$ cat src/rtl/end_screen_fetch.sv
// End-screen fetch stage: turns VGA draw coordinates into image ROM
// addresses and registers the returned colour index. The sync and blank
// signals are delayed so they stay aligned with that index. A game-over
// sequencer reveals the image top to bottom, a few lines per frame.
//
// Ports:
//   Clk, Reset          pixel clock, synchronous active-high reset
//   DrawX, DrawY        current pixel column / row
//   blank_in            1 = visible region
//   hs_in, vs_in        active-low syncs
//   game_over           level request for the end screen
//   rom_addr, rom_data  synchronous image ROM (1-cycle read latency)
//   index               colour index to the palette stage
//   end_active          end screen owns this pixel
//   blank_out, hs_out,  blank/syncs delayed 3 cycles
//   vs_out
//   wipe_done           image fully revealed
module end_screen_fetch #(
    parameter int IMG_W       = 160,
    parameter int IMG_H       = 120,
    parameter int SCALE_SHIFT = 2,
    parameter int ADDR_W      = 15,
    parameter int WIPE_STEP   = 8,
    parameter int BG_INDEX    = 1
) (
    input  logic              Clk,
    input  logic              Reset,
    input  logic [9:0]        DrawX,
    input  logic [9:0]        DrawY,
    input  logic              blank_in,
    input  logic              hs_in,
    input  logic              vs_in,
    input  logic              game_over,
    output logic [ADDR_W-1:0] rom_addr,
    input  logic [3:0]        rom_data,
    output logic [3:0]        index,
    output logic              end_active,
    output logic              blank_out,
    output logic              hs_out,
    output logic              vs_out,
    output logic              wipe_done
);

    localparam logic [9:0] SCR_W    = 10'(IMG_W << SCALE_SHIFT);
    localparam logic [9:0] SCR_H    = 10'(IMG_H << SCALE_SHIFT);
    localparam logic [3:0] BG       = 4'(BG_INDEX);
    localparam logic [9:0] STEP     = 10'(WIPE_STEP);
    localparam logic [10:0] SCR_H11 = 11'(SCR_H);

    typedef enum logic [1:0] {
        IDLE,
        ARM,
        REVEAL,
        HOLD
    } state_t;

    state_t     state_q;
    logic [9:0] reveal_q;
    logic       wipe_done_q;
    logic       vs_prev_q;

    // Stage 1 registers
    logic [ADDR_W-1:0] rom_addr_q, rom_addr_d;
    logic              in_range1_q, in_range1_d;
    logic              revealed1_q, revealed1_d;
    logic              blank1_q, hs1_q, vs1_q;

    // Stage 2 registers (ROM read happens alongside)
    logic              in_range2_q, revealed2_q;
    logic              blank2_q, hs2_q, vs2_q;

    // Stage 3 registers
    logic [3:0]        index_q, index_d;
    logic              end_active_q, end_active_d;
    logic              blank3_q, hs3_q, vs3_q;

    logic [9:0]        xs, ys;
    logic [ADDR_W-1:0] ys_ext, addr_raw;
    logic              frame_start;
    logic [10:0]       reveal_sum;
    logic [9:0]        reveal_sat;
    logic              owns_screen;

    // Image width 160 = 128 + 32, so the row offset is two shifts and an add.
    always_comb begin
        xs          = DrawX >> SCALE_SHIFT;
        ys          = DrawY >> SCALE_SHIFT;
        ys_ext      = ADDR_W'(ys);
        addr_raw    = (ys_ext << 7) + (ys_ext << 5) + ADDR_W'(xs);
        in_range1_d = (DrawX < SCR_W) && (DrawY < SCR_H);
        rom_addr_d  = in_range1_d ? addr_raw : '0;
        revealed1_d = DrawY < reveal_q;
    end

    always_comb begin
        frame_start = vs_prev_q && !vs_in;
        reveal_sum  = {1'b0, reveal_q} + {1'b0, STEP};
        reveal_sat  = (reveal_sum >= SCR_H11) ? SCR_H : reveal_sum[9:0];
        owns_screen = (state_q == REVEAL) || (state_q == HOLD);
    end

    always_comb begin
        index_d      = (in_range2_q && revealed2_q) ? rom_data : BG;
        end_active_d = owns_screen && blank2_q;
    end

    // Sequencer: dropping game_over wins over a coincident frame start.
    always_ff @(posedge Clk) begin
        if (Reset) begin
            state_q     <= IDLE;
            reveal_q    <= '0;
            wipe_done_q <= 1'b0;
            vs_prev_q   <= 1'b1;
        end else begin
            vs_prev_q <= vs_in;
            unique case (state_q)
                IDLE: begin
                    reveal_q    <= '0;
                    wipe_done_q <= 1'b0;
                    if (game_over) state_q <= ARM;
                end
                ARM: begin
                    if (!game_over) begin
                        state_q     <= IDLE;
                        reveal_q    <= '0;
                        wipe_done_q <= 1'b0;
                    end else if (frame_start) begin
                        state_q  <= REVEAL;
                        reveal_q <= STEP;
                    end
                end
                REVEAL: begin
                    if (!game_over) begin
                        state_q     <= IDLE;
                        reveal_q    <= '0;
                        wipe_done_q <= 1'b0;
                    end else if (frame_start) begin
                        reveal_q <= reveal_sat;
                        if (reveal_sum >= SCR_H11) begin
                            state_q     <= HOLD;
                            wipe_done_q <= 1'b1;
                        end
                    end
                end
                HOLD: begin
                    if (!game_over) begin
                        state_q     <= IDLE;
                        reveal_q    <= '0;
                        wipe_done_q <= 1'b0;
                    end else begin
                        reveal_q    <= SCR_H;
                        wipe_done_q <= 1'b1;
                    end
                end
                default: begin
                    state_q     <= IDLE;
                    reveal_q    <= '0;
                    wipe_done_q <= 1'b0;
                end
            endcase
        end
    end

    always_ff @(posedge Clk) begin
        if (Reset) begin
            rom_addr_q   <= '0;
            in_range1_q  <= 1'b0;
            revealed1_q  <= 1'b0;
            blank1_q     <= 1'b0;
            hs1_q        <= 1'b1;
            vs1_q        <= 1'b1;
            in_range2_q  <= 1'b0;
            revealed2_q  <= 1'b0;
            blank2_q     <= 1'b0;
            hs2_q        <= 1'b1;
            vs2_q        <= 1'b1;
            index_q      <= '0;
            end_active_q <= 1'b0;
            blank3_q     <= 1'b0;
            hs3_q        <= 1'b1;
            vs3_q        <= 1'b1;
        end else begin
            rom_addr_q   <= rom_addr_d;
            in_range1_q  <= in_range1_d;
            revealed1_q  <= revealed1_d;
            blank1_q     <= blank_in;
            hs1_q        <= hs_in;
            vs1_q        <= vs_in;
            in_range2_q  <= in_range1_q;
            revealed2_q  <= revealed1_q;
            blank2_q     <= blank1_q;
            hs2_q        <= hs1_q;
            vs2_q        <= vs1_q;
            index_q      <= index_d;
            end_active_q <= end_active_d;
            blank3_q     <= blank2_q;
            hs3_q        <= hs2_q;
            vs3_q        <= vs2_q;
        end
    end

    assign rom_addr   = rom_addr_q;
    assign index      = index_q;
    assign end_active = end_active_q;
    assign blank_out  = blank3_q;
    assign hs_out     = hs3_q;
    assign vs_out     = vs3_q;
    assign wipe_done  = wipe_done_q;

endmodule

$ cat config.mk
export PLATFORM = sky130hd
export DESIGN_NAME = end_screen_fetch
export DESIGN_NICKNAME = d
export VERILOG_FILES = /design/src/rtl/end_screen_fetch.sv
export SDC_FILE = /design/constraint.sdc
export NUM_CORES = 1
export LEC_CHECK = 0
export ABC_AREA = 1
export BUFFER_PORTS_ARGS = -buffer_cell sky130_fd_sc_hd__buf_2
export CORE_ASPECT_RATIO = 1.25
export CORE_MARGIN = 1.5
export CORE_UTILIZATION = 40
export DETAILED_ROUTE_END_ITERATION = 10
export SLEW_MARGIN = 0
export SYNTH_ARGS = -nofsm -noshare
export SYNTH_HDL_FRONTEND = slang
export SYNTH_SLANG_ARGS = --single-unit
export TNS_END_PERCENT = 5
$ cat constraint.sdc
create_clock -name Clk -period 2.7 [get_ports Clk]
set_clock_uncertainty 0.15 [all_clocks]
set_input_delay 0.27 -clock Clk [delete_from_list [all_inputs] [get_ports Clk]]
set_output_delay 0.27 -clock Clk [all_outputs]
set_load 0.005 [all_outputs]
Word-level counts from Yosys, hierarchy flattened
Index checks and enable logic that the tools add are counted.

$add $sub $neg: 3. $lt $le $gt $ge: 4. Equality and inequality tests: 9. Mux-type cells: 22. Bitwise gates (word level): 2. Reduce and logical (&&, ||, !) cells: 12.

Operators by type and width (count): $mux 10 (5); $pmux 10 s4 (1); $add 15x13->15 (1); $add 15x8->15 (1); $mux 2 (7); $add 10x4->11 const B (1); $ge 11x9->1 const B (1); $lt 10x10->1 (1); $lt 10x10->1 const B (1); $lt 10x9->1 const B (1); $mux 9 (1); $ne 3x3->1 const B (3); $pmux 2 s4 (1); $mux 1 (6); $ne 2x2->1 const B (3); $reduce_and 5->1 (1); $eq 2x2->1 const B (2); $logic_and 1x1->1 (4); $pmux 1 s4 (1); $reduce_or 2->1 (2); $reduce_and 3->1 (1); $eq 2x1->1 const B (1); $logic_not 2->1 (1); $not 1->1 (2); other kinds (3) (3).

Register bits after elaboration: 46. Output and inout bits: 24.

Longest topological paths before layout
Gate-level depths: netlist of run 1.

Word-level depth: 6. Gate-level depth with buffers: 11. Gate-level depth less buffers: 11.

Least setup slack after synthesis of run 1
Ideal clock, no wire load.

Path kind: input-to-reg. Start point: input DrawX[9]. End point: register rom_addr_q[12] (netlist: rom_addr[12]). Library setup time: 0.121 ns. Data arrival time: 1.825 ns. Slack: 0.604 ns. Stages on the path: 9. Buffers on the path: 0. Cells stage by stage: inv_1 -> fa_1 -> fa_1 -> o21ai_1 -> nand2_1 -> nand2_1 -> a21oi_1 -> o21ai_1 -> a21oi_1.

Cells in the longest elaborated chain, start to end: 4.

Ends and longest elaborated chain: start: declaration (line 28) `input logic [9:0] DrawX,`; $lt 10x10->1 (line 90) `in_range1_d = (DrawX < SCR_W) && (DrawY < SCR_H);`; $logic_and 1x1->1 (line 90); $not 1->1 (no line); $reduce_or 2->1 (no line); end signal: assignment (line 183) `rom_addr_q <= rom_addr_d;`; end: declaration (line 63) `logic [ADDR_W-1:0] rom_addr_q, rom_addr_d;`.

Parallel ways exist; a longest one is shown, timed or not. A chain may end at the register's enable or synchronous reset.

Worst setup path in the final report of run 1
Start point: input DrawY[2]. End point: register rom_addr_q[12] (netlist: rom_addr[12]).

Cells in the longest elaborated chain, start to end: 4.

Ends and longest elaborated chain: start: declaration (line 29) `input logic [9:0] DrawY,`; branches (longest 4 deep; another with $add 15x13->15).

Parallel ways; which one is timed is not known.

==> impl_metrics.csv, run 1 <==
group,metric,value,unit
place,placed_cells,383,
critical_path,start_kind,"input port",
drt,detail-route-antenna-nets,0,
pwr,leakage,1.28,nW
yosys,synthCells,275,
yosys,async_reset_ff_share,0,%
clock_network,cts-buffers-inserted,5,
global_route,grt-ovfl-total,0,
layout,nets,384,
place,io_buffers,49,
drt,via_count,1857,
layout,fin_cells,392,
clock_network,cts_resized,0,
yosys,synthFlopType,"dfxtp_1",
place,hpwl,3280,µm
die,num_rows,29,
run_status,status,"finished clean",
global_route,grt_max_degree,22,
drt,drtPass1Iterations,4,
yosys,syn_area,0.00216,mm²
clock_network,clk_path_buf_depth,2,
critical_path,critPathCaptureType,"flip-flop",
run,drv_cap,0,
die,die_h,85.1,µm
yosys,synth-compound-area-share,12.5,%
timing,slew_headroom,75.3,%
critical_path,cp_max_fo,4,
yosys,synth_edf_count,0,
timing,worst_hold_slack,0.0306,ns
die,core-area,0.00515,mm²
yosys,synth_xor_xnor_area_share,0,%
layout,layout-drive-gt1-share,23.3,%
drt,wl_met3,145,µm
timing,final-hold-violation-count,0,
pwr,ir_drop,0.305,mV
global_route,grt_pass1_vias,1781,
timing,setup_viol,0,
timing,grt_setup_unrepaired,"false",
timing,tightest_slew,0.371,ns
yosys,yosys.area_share.adder,15.2,%
yosys,syn_nets,330,
worst_hold_path,hp-class,"input port to flip-flop",
timing,fin_crit_sh,76.2,%
timing,setup_tns,0,ns
yosys,synth-seq-cells,43,
clock_network,clock_latency,0.29,ns
yosys,syn_avg_cell_area,7.84,µm²
drt,wl_met1,1800,µm
clock_network,h-tree-depth,2,
drt,drc,0,
critical_path,crit_arrival,2.10,ns
die,die_area,0.00584,mm²
place,gp_congestion,0.893,
critical_path,worstPathRequired,2.74,ns
global_route,antenna_found_initial,0,
die,pin_count,54,
clock_network,cts_hold_buffers,1,
yosys,synth_area_leaders,"dfxtp_1 40%, ha_1 13%, nand2_1 8.2%, inv_1 8.0%, a21oi_1 6.0%",
yosys,synth_top_area_cell,"dfxtp_1",
yosys,synthDistinctLibCells,32,
clock_network,tritoncts,"done",
yosys,synthMuxAreaShare,0,%
yosys,synth.top_cell.area_share,39.9,%
die,fp.dieW,68.7,µm
clock_network,cts_post_setup_buffers_inserted,0,
layout,syn2layout_area_growth,19.5,%
timing,finalMaxSlewViolations,0,
layout,antenna_cells,0,
clock_network,root_buffer,"clkbuf_8",
global_route,track_usage,16.4,%
drt,drtIter0Drc,55,
timing,max_freq,0.486,GHz
pwr,powerDensity,602,mW/mm²
yosys,synth_top_family_by_area,"simple AND/OR/NAND/NOR gates",
drt,dr.max_layer_used,"met4",
yosys,seq_area_frac_synth,39.9,%
drt,routed-wl-met2,2160,µm
die,start_util,41.8,%
clock_network,clkTransAtPathRegs,0.09,ns
yosys,synthSimpleGateAreaFrac,23.1,%
critical_path,critPathKind,"input port to flip-flop",
timing,layout_min_cycle_time,2.06,ns
global_route,grt_pass1_wl,7460,µm
yosys,yosysWarnings,0,
drt,wirelength,4170,µm
drt,vias_per_cell,4.74,
clock_network,clock-sinks,43,
drt,routedWlPerCell,10.6,µm
==> stage by stage <==
stage / util [%] / worst slack [ns] / total power, mW / area (µm²)
floorplan: - / 0.604 / 1.03 / 2160
global placement: 47.9 / 0.346 / 1.13 / 2470
detailed placement: 47.9 / 0.309 / 1.13 / 2470
CTS: 50.0 / 0.629 / 1.58 / 2580
global route: 50.0 / 0.497 / 1.68 / 2580
finish: 50.0 / 0.643 / 1.55 / 2580
==> final cells by class <==
type | instances | area [µm²]
tap | 62 | 77.6
fill | 534 | 2580
clock inverter | 2 | 16.3
clock buffer | 6 | 82.6
multi-input combinational | 180 | 1100
inverter | 48 | 180
sequential | 43 | 861
timing repair buffer | 51 | 263
==> metal layers <==
| metal | global-route usage [%] | vias to the layer above |
|---|---|---|
| met5 | 0 | - |
| met4 | 5.45 | 0 |
| met3 | 3.85 | 6 |
| met2 | 29.1 | 30 |
| met1 | 18.5 | 831 |
| li1 | - | 990 |
==> cells in the mapped netlist (all sizes together), types with 3 or more instances <==
master,number
nor3,3
o21ai,10
nor2,29
inv,47
or2,7
clkbuf,3
dfxtp,43
nand2,50
a21oi,28
nand3,15
nand4,4
ha,23
==> cell families after synthesis <==
logic type / Yosys count
DFF: 43
AOI/OAI and AO/OA: 47
buffers and inverters: 52
adders and majority gates: 25
and+or+nand+nor: 108
==> sequential cells by signal (all words and copies together) (netlist names), 2 cells and up <==
signal / cells
reveal_q: 7
index: 4
state_q: 2
rom_addr: 15
==> final timing paths <==
check | from | to | slack [ns] | cells after the start
max | DrawY[2] | rom_addr[12] | 0.64 | 10
min | blank_in | blank1_q | 0.03 | 3
min reg2reg | blank1_q | blank2_q | 0.26 | 2
max reg2reg | reveal_q[3] | state_q[0] | 0.98 | 9
==> placed cells by master (no fill, tap or decap), types with 2 or more instances in the layout <==
| cell type | instances |
|---|---|
| fa_1 | 2 |
| nand3_1 | 13 |
| o21ai_0 | 8 |
| nand3_2 | 2 |
| or2_2 | 6 |
| dfxtp_1 | 43 |
| o21ai_1 | 2 |
| nand2_1 | 47 |
| a21oi_2 | 2 |
| nor2_2 | 2 |
| o211ai_1 | 2 |
| inv_1 | 46 |
| nand2_2 | 2 |
| nor3_1 | 3 |
| ha_1 | 23 |
| a21oi_1 | 26 |
| nand4_1 | 4 |
| buf_2 | 49 |
| nor2_4 | 2 |
| clkbuf_8 | 6 |
| nor2_1 | 25 |
==> where the power goes <==
part | switching (mW) | internal [mW]
sequential | 0.0388 | 0.682
combinational | 0.237 | 0.158
clock | 0.227 | 0.209
total | 0.503 | 1.05
==> critical path, cell delays in order <==
cell and delay (ns):
buf_2 0.11, inv_1 0.07, fa_1 0.51, fa_1 0.49, o21ai_1 0.27, nand2_1 0.08
nand2_1 0.07, a21oi_1 0.07, o21ai_1 0.12, a21oi_1 0.05
Note: power is estimated with default switching activity, not from simulation.
==> run 2, diff against run 1 <==
PLACE_DENSITY = 0.65   (was unset)
clock period = 1.8 ns   (was 2.7 ns; I/O delays follow)
==> run 2 against run 1 <==
Against the previous run:
- wire length up 16%
- clock power up 78%
- critical path type unchanged
- die area unchanged
- total power up 69%
- hold slack better by 0.00072 ns
- first-iteration DRC count down 64%
- sequential power up 47%
- cell count up 8.2%
- sequential share of layout area down 4.5 points
==> impl_metrics.csv, run 2 (same netlist as run 1, synthesis figures left out) <==
group,metric,value,unit
run_status,status,"finished clean",
drt,via_count,2005,
timing,final-hold-violation-count,0,
global_route,grt_pass1_vias,1968,
worst_hold_path,min-delay-start,"Reset",
place,hpwl,3530,µm
die,pin_count,54,
die,fp.dieW,68.7,µm
clock_network,cts-buffers-inserted,5,
critical_path,critPathMaxStageDelay,0.46,ns
worst_hold_path,whs_endpoint,"vs2_q",
critical_path,critPathCaptureType,"flip-flop",
critical_path,cp_max_fo,3,
timing,slew_headroom,82.3,%
place,placed_cells,404,
critical_path,r2r_slack,0.17,ns
timing,layout_min_cycle_time,1.71,ns
global_route,antenna_found_initial,0,
global_route,grt_pass1_wl,8090,µm
run,drv_cap,0,
drt,vias_per_cell,4.73,
timing,max_freq,0.584,GHz
die,die_h,85.1,µm
layout,fill_cells,477,
clock_network,clock-sinks,43,
layout,final_util,57.9,%
critical_path,crit_slowest_cell,"fa_2",
critical_path,r2r_start,"reveal_q[4]",
die,core-area,0.00515,mm²
critical_path,crit_arrival,1.76,ns
clock_network,cts_post_setup_buffers_inserted,0,
drt,detail-route-antenna-nets,0,
clock_network,clock_latency,0.30,ns
global_route,grt_max_degree,21,
critical_path,worst_path_most_repeated_cell,"fa_2",
critical_path,rr_endpoint,"state_q[0]",
drt,wirelength,4810,µm
place,io_buffers,49,
timing,finalMaxSlewViolations,0,
clock_network,h-tree-depth,2,
die,start_util,41.8,%
timing,setup_viol,0,
critical_path,worstPathRequired,1.85,ns
global_route,grt-ovfl-total,0,
layout,antenna_cells,0,
layout,mostFrequentLayoutCell,"buf_2",
pwr,total_power,2.62,mW
clock_network,root_buffer,"clkbuf_8",
critical_path,start_kind,"input port",
worst_hold_path,hold_path_depth,3,
timing,tightest_slew,0.265,ns
layout,nets,416,
drt,drtIter0Drc,20,
layout,fin_cells,424,
clock_network,clk_path_buf_depth,2,
layout,largest_register_ffs,15,
timing,grt_setup_unrepaired,"true",
layout,layout-drive-gt1-share,33.1,%
pwr,powerDensity,877,mW/mm²
critical_path,crit_chain,"buf_6 > inv_4 > fa_2 > fa_2 > o21ai_2 > nand2_1 > nand2_2 > a21oi_2 > o21ai_1 > a21oi_1",
clock_network,tritoncts,"done",
critical_path,critPathKind,"input port to flip-flop",
place,gp_congestion,0.925,
die,num_rows,29,
drt,drc,0,
pwr,ir_drop,0.525,mV
die,die_area,0.00584,mm²
layout,syn2layout_area_growth,38.5,%
critical_path,worstRegToRegCells,9,
worst_hold_path,hp-class,"input port to flip-flop",
layout,final_cell_mix,"46 x buf_2, 45 x nand2_1, 42 x inv_1, 42 x dfxtp_1, 24 x nor2_1",
timing,fin_crit_sh,95.1,%
clock_network,clkTransAtPathRegs,0.09,ns
pwr,leakage,1.44,nW
drt,drtPass1Iterations,4,
global_route,track_usage,18.0,%
drt,routedWlPerCell,11.3,µm
[run 2: worst max-delay path, delay by kind of cell]
kind,cells,cell delay [ns]
buf+inv,2,0.15
simple gates,2,0.15
compound gates,4,0.42
fa+ha+maj,2,0.86
[run 2: how the worst max path moves through the flow]
| stage | startpoint | endpoint |
|---|---|---|
| after detailed placement | DrawY[4] | rom_addr[11] |
| after floorplan | DrawY[4] | rom_addr[11] |
| after global placement | DrawY[4] | rom_addr[11] |
| after CTS | DrawY[4] | rom_addr[11] |
| final | DrawY[2] | rom_addr[12] |
| after global routing | reveal_q[4] | state_q[0] |
[run 2: metrics by stage]
| step | hold WS [ns] | setup WS, ns | TNS, ns | area [µm²] |
|---|---|---|---|---|
| 6_report | 0.0313 | 0.0873 | 0 | 2990 |
| 3_3_place_gp | 0.212 | -0.262 | -1.13 | 2640 |
| 5_1_grt | 0.0536 | -0.00156 | -0.00156 | 2990 |
| 4_1_cts | 0.0320 | 0.00238 | 0 | 2880 |
| 2_1_floorplan | 0.134 | -0.0324 | -0.0436 | 2170 |
| 3_5_place_dp | 0.214 | -0.315 | -1.47 | 2640 |
[run 2: power by group]
group          leakage [nW]  switching, mW  internal [mW]  total (mW)
sequential            0.352         0.0401           1.02        1.06
combinational          1.03          0.429          0.348       0.777
clock                0.0587          0.358          0.421       0.778
[run 2: metal layers]
metal	share of wire (%)	up-vias	GRT usage [%]
li1	-	1055	-
met1	41	906	19.1
met2	55	36	33.7
met3	2.8	8	3.71
met4	1.6	0	6.00
met5	0	-	0
[run 2: cell type report]
cell class / instances / area, µm² / share of cell area, %
clock buffer: 5 / 68.8 / 2.31
timing repair buffer: 83 / 549 / 18.4
sequential: 43 / 862 / 28.9
multi-input combinational: 180 / 1190 / 39.9
tap: 62 / 77.6 / 2.60
inverter: 48 / 190 / 6.37
clock inverter: 3 / 47.5 / 1.59
[run 2: timing repair]
item                                    4_1_cts  5_1_grt
endpoints found under the hold margin        12        0
hold buffers                                 12        0
endpoints found under the setup margin        0       10
gates resized for setup                       0       25
==> run 3, diff against run 2 <==
CORE_MARGIN = unset   (was 1.5)
==> run 3 against run 2 <==
Against the previous run:
- via count down 1.3%
- clock power down 14%
- hold slack worse by 0.014 ns
- worst setup slack better by 0.028 ns
- non-clock buffer count unchanged
- first-iteration DRC count rose to 2.7 times the previous value
- global-route usage about the same
- cell count unchanged
- fmax up 1.7%
- flip-flop and latch count unchanged
- highest routed layer unchanged
==> impl_metrics.csv, run 3 (same netlist as run 1, synthesis figures left out) <==
group,metric,value,unit
layout,nets,416,
timing,layout_min_cycle_time,1.68,ns
drt,detail-route-antenna-nets,0,
drt,vias_per_cell,4.67,
worst_hold_path,hp-class,"input port to flip-flop",
drt,drtIter0Drc,54,
clock_network,clock-sinks,43,
global_route,grt_pass1_vias,1916,
global_route,grt-ovfl-total,0,
timing,slew_headroom,82.8,%
critical_path,crit_path_start,"DrawY[3]",
die,fp.dieW,67.7,µm
worst_hold_path,hold_path_depth,3,
pwr,leakage,1.42,nW
timing,setup_tns,0,ns
place,placed_area,0.00264,mm²
clock_network,root_buffer,"clkbuf_8",
layout,largest_register_ffs,15,
timing,setup_viol,0,
die,core-area,0.00512,mm²
critical_path,worstPathRequired,1.85,ns
clock_network,h-tree-depth,2,
critical_path,critPathCaptureType,"flip-flop",
layout,ff_latch_area,865,µm²
critical_path,cp_max_fo,3,
global_route,grt_pass1_wl,7900,µm
drt,drtPass1Iterations,4,
layout,final_cell_mix,"48 x buf_2, 46 x nand2_1, 44 x inv_1",
place,gp_congestion,0.858,
die,pin_count,54,
critical_path,r2r_slack,0.17,ns
timing,tightest_slew,0.257,ns
timing,final-hold-violation-count,0,
run_status,status,"finished clean",
clock_network,cts_post_setup_buffers_inserted,0,
layout,syn2layout_area_growth,34.9,%
critical_path,r2r_start,"reveal_q[4]",
pwr,powerDensity,852,mW/mm²
critical_path,start_kind,"input port",
timing,grt_setup_unrepaired,"true",
clock_network,clkTransAtPathRegs,0.09,ns
critical_path,worstRegToRegCells,9,
clock_network,clock_latency,0.30,ns
clock_network,cts-buffers-inserted,5,
die,die_area,0.00569,mm²
critical_path,crit_arrival,1.73,ns
timing,fin_crit_sh,93.6,%
critical_path,rr_endpoint,"state_q[0]",
drt,routedWlPerCell,10.9,µm
critical_path,critPathKind,"input port to flip-flop",
place,hpwl,3450,µm
die,start_util,42.1,%
critical_path,critPathCapture,"rom_addr[12]",
drt,via_count,1979,
layout,mostFrequentLayoutCell,"buf_2",
layout,multi_input_area,0.00115,mm²
clock_network,tritoncts,"done",
drt,drc,0,
clock_network,clk_path_buf_depth,2,
timing,finalMaxSlewViolations,0,
die,num_rows,29,
global_route,grt_max_degree,21,
layout,final_cell_area,0.00291,mm²
layout,antenna_cells,0,
global_route,track_usage,18.0,%
pwr,ir_drop,0.378,mV
layout,fill_cells,455,
global_route,antenna_found_initial,0,
place,io_buffers,49,
run,drv_cap,0,
drt,wirelength,4600,µm
die,die_h,84.1,µm
timing,max_freq,0.594,GHz
layout,layout-drive-gt1-share,30.7,%
[run 3: changes by cell type in the layout (fill, tap and decap cells not counted), moves of 2 or more]
cell,delta
inv_1,+2
buf_2,+2
a21oi_2,-2
ha_4,-2
a21oi_1,+2
buf_6,-3
[run 3: where the power goes]
part | internal (mW) | switching (mW) | total [mW]
clock | 0.314 | 0.355 | 0.669
sequential | 1.02 | 0.0478 | 1.07
combinational | 0.333 | 0.406 | 0.739
[run 3: layer usage]
metal,part of all wire [%],GRT usage [%]
met5,0,0
met4,1.4,5.80
met3,3.5,3.96
met2,52,32.7
met1,43,19.8
[run 3: layout make-up]
class / instances / share of cell area (%)
Multi-Input combinational cell: 180 / 39.4
Sequential cell: 43 / 29.7
Timing Repair Buffer: 83 / 18.3
Inverter: 48 / 6.45
Clock buffer: 6 / 2.84
Tap cell: 62 / 2.67
Clock inverter: 2 / 0.559
[run 3: worst min-delay path by stage]
stage / from / to / slack, ns
3_3_place_gp: hs_in / hs1_q / 0.21
6_report: Reset / vs2_q / 0.02
5_1_grt: Reset / vs2_q / 0.04
4_1_cts: Reset / vs2_q / 0.02
3_5_place_dp: hs_in / hs1_q / 0.22
2_1_floorplan: hs_in / hs1_q / 0.13
[run 3: metrics by stage]
step                      std cells  setup WS (ns)  utilization, %  hold slack, ns  total power, mW
final                           424          0.115            56.9          0.0177             2.48
after detailed placement        404         -0.299            51.7           0.216             1.79
after global placement          404         -0.268            51.7           0.212             1.78
after CTS                       424         0.0184            55.9          0.0190             2.48
after global routing            424       -0.00119            56.9          0.0386             2.65
after floorplan                 275        -0.0324               -           0.134             1.56
[run 3: what timing repair did]
| action | CTS | global route |
|---|---|---|
| hold endpoints to repair | 12 | 0 |
| setup endpoints to repair | 0 | 10 |
| resized for setup | 0 | 10 |
| hold buffers | 12 | 0 |
[run 3: worst max-delay path, cell delays in order]
cell and delay (ns):
buf_2 0.12, ha_1 0.27, ha_1 0.17, inv_1 0.07
fa_2 0.40, o21ai_2 0.16, nand2_1 0.07, nand2_1 0.06
a21oi_1 0.07, o21ai_1 0.12, a21oi_1 0.05
